File: src/rtl/segway_seq.sv
// Segway soft-start/soft-stop sequencer: ramps the torque scale up and down on a prescaled tick.
// Define SEQ_OVERSPD_LIMIT_EN to compile in the LIMIT (overspeed back-off) state.
module segway_seq #(
    parameter int unsigned SS_PRESC  = 10,
    parameter logic [7:0]  LIM_FLOOR = 8'hC0
) (
    input  logic       clk,
    input  logic       rst_n,
    input  logic       run_req,
    input  logic       too_fast,
    output logic       pwr_up,
    output logic [7:0] ss_tmr,
    output logic       en_steer,
    output logic       overspd,
    output logic [2:0] seq_st
);

    typedef enum logic [2:0] {
        StIdle  = 3'd0,
        StRamp  = 3'd1,
        StRun   = 3'd2,
        StDown  = 3'd3,
        StLimit = 3'd4
    } seq_st_e;

    seq_st_e             state_q, state_d;
    logic [SS_PRESC-1:0] presc_q, presc_d;
    logic [7:0]          ss_tmr_q, ss_tmr_d;
    logic                pwr_up_q, pwr_up_d;
    logic                en_steer_q, en_steer_d;
    logic                tick;
    logic                limit_req;

    assign tick = &presc_q;

`ifdef SEQ_OVERSPD_LIMIT_EN
    logic overspd_q, overspd_d;

    assign limit_req = too_fast;
    assign overspd   = overspd_q;
`else
    logic       unused_too_fast;
    logic [7:0] unused_lim_floor;

    assign unused_too_fast  = too_fast;
    assign unused_lim_floor = LIM_FLOOR;
    assign limit_req        = 1'b0;
    assign overspd          = 1'b0;
`endif

    always_comb begin
        state_d  = state_q;
        ss_tmr_d = ss_tmr_q;
        presc_d  = (state_q == StIdle) ? '0 : presc_q + SS_PRESC'(1);
        // Leaving on run_req takes precedence over any tick action on the same edge.
        unique case (state_q)
            StIdle: begin
                if (run_req) state_d = StRamp;
            end
            StRamp: begin
                if (!run_req) begin
                    state_d = StDown;
                end else if (limit_req) begin
                    state_d = StLimit;
                end else if (tick) begin
                    if (ss_tmr_q >= 8'hFE) begin
                        ss_tmr_d = 8'hFF;
                        state_d  = StRun;
                    end else begin
                        ss_tmr_d = ss_tmr_q + 8'd1;
                    end
                end
            end
            StRun: begin
                if (!run_req) begin
                    state_d = StDown;
                end else if (limit_req) begin
                    state_d = StLimit;
                end
            end
            StDown: begin
                if (run_req) begin
                    state_d = StRamp;
                end else if (tick) begin
                    if (ss_tmr_q <= 8'h01) begin
                        ss_tmr_d = 8'h00;
                        state_d  = StIdle;
                    end else begin
                        ss_tmr_d = ss_tmr_q - 8'd1;
                    end
                end
            end
`ifdef SEQ_OVERSPD_LIMIT_EN
            StLimit: begin
                if (!run_req) begin
                    state_d = StDown;
                end else if (tick) begin
                    if (!too_fast) begin
                        state_d = StRamp;
                    end else if (ss_tmr_q > LIM_FLOOR) begin
                        ss_tmr_d = ss_tmr_q - 8'd1;
                    end
                end
            end
`endif
            default: state_d = StIdle;
        endcase

        pwr_up_d   = (state_d != StIdle);
        // Steering comes on one clock after RUN is entered, and drops on any exit edge.
        en_steer_d = (state_q == StRun) && (state_d == StRun);
`ifdef SEQ_OVERSPD_LIMIT_EN
        overspd_d  = (state_d == StLimit);
`endif
    end

    always_ff @(posedge clk or negedge rst_n) begin
        if (!rst_n) begin
            state_q    <= StIdle;
            presc_q    <= '0;
            ss_tmr_q   <= 8'h00;
            pwr_up_q   <= 1'b0;
            en_steer_q <= 1'b0;
`ifdef SEQ_OVERSPD_LIMIT_EN
            overspd_q  <= 1'b0;
`endif
        end else begin
            state_q    <= state_d;
            presc_q    <= presc_d;
            ss_tmr_q   <= ss_tmr_d;
            pwr_up_q   <= pwr_up_d;
            en_steer_q <= en_steer_d;
`ifdef SEQ_OVERSPD_LIMIT_EN
            overspd_q  <= overspd_d;
`endif
        end
    end

    assign pwr_up   = pwr_up_q;
    assign ss_tmr   = ss_tmr_q;
    assign en_steer = en_steer_q;
    assign seq_st   = state_q;

endmodule

File: config.mk
export PLATFORM = sky130hd
export DESIGN_NAME = segway_seq
export DESIGN_NICKNAME = d
export VERILOG_FILES = /design/src/rtl/segway_seq.sv
export SDC_FILE = /design/constraint.sdc
export NUM_CORES = 1
export LEC_CHECK = 0
export ABC_AREA = 1
export ABC_CLOCK_PERIOD_IN_PS = 1400
export BUFFER_PORTS_ARGS = -buffer_cell sky130_fd_sc_hd__buf_2
export CAP_MARGIN = 20
export CORE_MARGIN = 2
export CORE_UTILIZATION = 36
export CTS_CLUSTER_DIAMETER = 50
export DETAILED_ROUTE_END_ITERATION = 8
export GPL_TIMING_DRIVEN = 0
export PLACE_DENSITY = 0.52
export SLEW_MARGIN = 5
export SYNTH_ARGS = -nofsm -noshare
export SYNTH_HDL_FRONTEND = slang
export SYNTH_SLANG_ARGS = --single-unit
File: constraint.sdc
create_clock -name clk -period 1.4 [get_ports clk]
set_input_delay 0.21 -clock clk [delete_from_list [all_inputs] [get_ports clk]]
set_output_delay 0.21 -clock clk [all_outputs]
set_load 0.01 [all_outputs]
== Word-level counts from Yosys, hierarchy flattened ==
Index checks and enable logic that the tools add are counted.

* Word-level logic and storage cells: 41
* Output and inout port bits: 14
* Input bits: 4
* Flip-flop bits (word level): 23

* Order comparisons: 2
* Equal/unequal tests: 8
* $add $sub $neg: 3
* Mux-type cells: 17
* Reductions and logical operators: 6

{| class="wikitable"
|+ Operators by type and width
! operator !! count
|-
| $mux 8 || 6
|-
| $mux 3 || 8
|-
| $pmux 8 s2 || 1
|-
| $pmux 3 s4 || 1
|-
| $add 10x1->10 const B || 1
|-
| $mux 10 || 1
|-
| $reduce_and 10->1 || 1
|-
| $eq 3x2->1 const B || 3
|-
| $add 8x1->8 const B || 1
|-
| $ge 8x8->1 const B || 1
|-
| $le 8x1->1 const B || 1
|-
| $ne 2x2->1 const B || 4
|-
| $sub 8x1->8 const B || 1
|-
| $reduce_and 5->1 || 1
|-
| $eq 3x1->1 const B || 1
|-
| $logic_not 3->1 || 1
|-
| $reduce_bool 3->1 || 1
|-
| $reduce_bool 2->1 || 1
|-
| $logic_and 1x1->1 || 1
|}

== Logic depth before layout (Yosys ltp) ==
* Word-level depth: 7
* Mapped depth: 11
* Mapped depth without buffers: 11

== Worst setup path after synthesis ==
Ideal clock, no wire load.

* Kind: register -> register
* From: register ss_tmr_q[0] (netlist: ss_tmr[0])
* To: register pwr_up_q (netlist: pwr_up)
* Data required time: 1.278 ns
* Arrival time: 1.411 ns
* Cell stages (with the launch flop): 12
* Path slack: -0.133 ns
* Library setup time: 0.122 ns
* Path buffers: 0
* Clock period less this slack: 1.533 ns
* Cell sequence: dfrtp_1 > inv_1 > ha_1 > nor2_1 > nor2_1 > nand2_1 > nand2_2 > nand3_1 > nand2_1 > inv_1 > nor2_1 > nand2_1

* Longest elaborated chain between the ends: 6
* Elaborated cells between the ends (all ways): 10
* Classes of those cells: order compare: 2; mux: 7; reduce/logical: 1

{| class="wikitable"
|+ Ends and longest elaborated chain
! what !! RTL line !! RTL
|-
| start, declared || 28 || <nowiki>logic [7:0] ss_tmr_q, ss_tmr_d;</nowiki>
|-
| start signal, assigned || 130 || <nowiki>ss_tmr_q <= ss_tmr_d;</nowiki>
|-
| $le 8x1->1 / $ge 8x8->1 (equally long branches) || 85, 66 ||
|-
| $mux 3, on equally long branches || 85, 66 ||
|-
| $mux 3, on equally long branches || 84, 65 ||
|-
| $mux 3, on equally long branches || 82, 61 ||
|-
| $pmux 3 s4 * || 56 || <nowiki>unique case (state_q)</nowiki>
|-
| $reduce_bool 3->1 * || 109 || <nowiki>pwr_up_d = (state_d != StIdle);</nowiki>
|-
| net pwr_up_d || 29 || <nowiki>logic pwr_up_q, pwr_up_d;</nowiki>
|-
| end signal, assigned || 131 || <nowiki>pwr_up_q <= pwr_up_d;</nowiki>
|-
| end, declared || 29 ||
|}

The timed path passes the listed nets; every way through them passes the cells marked *.
A chain may end at the register's enable or synchronous reset.

== Worst setup path in the final report ==
* From: register presc_q[0]
* To: register pwr_up_q (netlist: pwr_up)

* Longest elaborated chain between the ends: 5
* Elaborated cells between the ends (all ways): 7
* Classes of those cells: mux: 5; reduce/logical: 2

{| class="wikitable"
|+ Ends and longest elaborated chain
! what !! RTL line !! RTL
|-
| start, declared || 27 || <nowiki>logic [SS_PRESC-1:0] presc_q, presc_d;</nowiki>
|-
| start signal, assigned || 129 || <nowiki>presc_q <= presc_d;</nowiki>
|-
| $reduce_and 10->1 * || 34 || <nowiki>assign tick = &presc_q;</nowiki>
|-
| $mux 3, on equally long branches || 84, 65 ||
|-
| $mux 3, on equally long branches || 82, 61 ||
|-
| $pmux 3 s4 * || 56 ||
|-
| $reduce_bool 3->1 * || 109 ||
|-
| net pwr_up_d || 29 ||
|}

Marks and branches as above.

==> results.yml <==
cts:
  path_clk_slew_ns: 0.08
  cts_tree: "done"
  htreeDepth: 1
  worstSkewPairLatency_ns: 0.27
  clock_sink_count: 23
  clockBufferDepth: 2
  root_buffer: "clkbuf_8"
  cts_buffers: 3
route:
  wl_per_cell_um: 11.59
  postRouteAntennaNets: 0
  drc_errors: 0
  drtPass1Iterations: 4
  initialDrtViolationCount: 88
  routed_wl_um: 3696
  vias: 1524
  vias_per_cell: 4.777
global_routing:
  grt_pass1_wl_um: 6210
  overflow: 0
  groute.usage.overall: 0.1532
  antenna_found_initial: 0
  grt_pass1_vias: 1374
  grt_max_degree: 24
timing:
  period_needed_ns: 1.505
  slew_violations: 0
  hold_viol_final: 0
  finClkSkew_ns: 0.002145
  fin_ws_ns: -0.1049
  fmax_ghz: 0.6645
  slew_headroom: 0.6409
  worstMarginPinSlew_ns: 0.5386
  rsz0062_at_grt: "yes"
  period_share: 1.075
  holdWs_ns: 0.2979
  fin_tns_setup_ns: -0.8788
  setup_viol: 12
synthesis:
  yosys_warnings: 0
  synth_area_leaders: "dfrtp_1 36%, nand2_1 15%, nor2_1 6.7%, inv_1 6.4%, nand3_1 6.3%"
  synthCells: 226
  ys_ff_latch: 23
  synth_cell_types: 29
  postSynth.asyncResetShare: 1.000
  synth_xor_area_frac: 0.03880
  syn_area_mm2: 0.001580
  synth_edf_count: 0
  synth_fa_ha_area_frac: 0.03959
  synth_top_cell_area_share: 0.3642
  muxShareOfSynthArea: 0
  yosysSeqAreaShare: 0.3642
  synth_top_family_by_area: "simple AND/OR/NAND/NOR gates"
  synth_ff_type: "dfrtp_1"
  synth_most_common_cell: "nand2_1"
  yosys-top-cells-count: "65 x nand2_1, 28 x nor2_1, 27 x inv_1"
  synth_compound_area_frac: 0.07522
  avgSynthCellArea_um2: 6.992
  synth-simple-area-share: 0.3737
  synth.largest_area_cell: "dfrtp_1"
critical_path:
  critPathLaunchType: "flip-flop"
  crit_chain: "ha_4 > nand2_4 > nor2_4 > buf_4 > nand3_1 > nand2_2 > nand3_2 > nand2_2 > inv_2 > nor2_4 > nand2_1"
  worstSetupPathType: "reg2reg"
  crit_family: "simple AND/OR/NAND/NOR gates"
  slowest_stage: "dfrtp_1"
  worstPathMaxFanout: 3
  critPathBufInv: 2
  cp.required_ns: 1.57
  cp.arrival_ns: 1.67
  max_stage_delay_ns: 0.41
  setup.worst_path.end_class: "flip-flop"
layout:
  insertedDiodeCount: 0
  drive_gt1_frac: 0.3895
  fin_nets: 277
  stdcell_count: 319
  design_area_mm2: 0.002142
  syn2layout_area_growth_pct: 35.55
  final_core_util: 0.4988
outcome:
  violations: "negative setup slack"
  run_status: "finished with violations"
pwr:
  p_leak_nw: 1.066
  power-per-cell-area_mw_per_mm2: 876.8
  power_mw: 1.878
  irDropWorstVdd_mv: 0.5103
min_path:
  min_path_type: "in2reg"
placement:
  gp_congestion: 0.8277
  place_area_mm2: 0.001737
  dp_hpwl_um: 2428
  io_buffers: 15
  dp_cells: 294
  place_ws_ns: -0.2386
flow_run:
  cap_violations: 0
die:
  die_w_um: 70.26
  core-area_mm2: 0.004294
  dieArea_mm2: 0.004936
  row_count: 24
  io_pins: 18
  die_y_um: 70.26
  start_util: 0.3680
[final timing paths]
check                            from    endpoint  slack (ns)  depth (start not counted)
max in group asynchronous       rst_n   ss_tmr[5]        0.56                          2
setup reg to reg           presc_q[0]      pwr_up       -0.10                         11
min in group asynchronous       rst_n  presc_q[2]        0.45                          2
hold / removal                run_req      pwr_up        0.30                          4
hold reg to reg            presc_q[4]  presc_q[4]        0.55                          1
setup / recovery           presc_q[0]      pwr_up       -0.10                         11
[placed cells by master, fill, tap and decap left out, drive strengths merged]
master       count
nand2           70
buf             40
inv             31
nor2            31
dfrtp           23
nand3           22
o21ai           15
xor2             6
nand4            5
a21oi            5
ha               5
clkbuf           3
conb             2
clkinv           2
and3             1
nor3b            1
nor3             1
o21a             1
nand3b           1
xnor2            1
dlygate4sd3      1
[worst min-delay path: cells and delay by family]
| family | cells | cell delay [ns] |
|---|---|---|
| buffers and inverters | 1 | 0.13 |
| AO/OA/AOI/OAI | 1 | 0.05 |
| AND/OR/NAND/NOR | 2 | 0.14 |
[kinds of logic after synthesis]
logic type,count (synthesis)
and+or+nand+nor,132
buffers and inverters,37
DFF,23
AOI/OAI and AO/OA,21
xor gates and xnor gates,7
adders and majority gates,5
other,1
[state kept, by name, indices dropped and copies added (netlist names)]
| register | cells |
|---|---|
| ss_tmr | 8 |
| pwr_up | 1 |
| seq_st | 3 |
| presc_q | 10 |
| en_steer | 1 |
[cell type report]
type                       instances  area, um2
clock inverter                     1      5.005
sequential                        23      579.3
timing repair buffer              37      250.2
tap                               52      65.06
clock buffer                       3      41.29
multi-input combinational        167       1021
fill                             437       2152
buffer                             4      40.04
inverter                          32      140.1
[power by group]
group / switching (mW) / total, mW / leakage [nW] / internal, mW
Combinational: 0.367 / 0.617 / 0.754 / 0.249
Clock: 0.224 / 0.423 / 0.0255 / 0.199
Sequential: 0.0780 / 0.838 / 0.286 / 0.760
[what timing repair did]
item | CTS | global route
hold endpoints to repair | 23 | 0
pin swaps | 6 | 18
resized for setup | 12 | 52
setup buffers | 11 | 10
endpoints found under the setup margin | 12 | 13
hold buffers | 1 | 0
[per-layer routing]
metal | up-vias | GRT usage | routed length, um
met2 | 22 | 0.2516 | 1866
met4 | 0 | 0.05556 | 60
met3 | 7 | 0.02309 | 96
met1 | 703 | 0.2042 | 1673
met5 | - | 0 | 0
li1 | 792 | - | -
No activity file was read; power rests on OpenSTA's default activity.
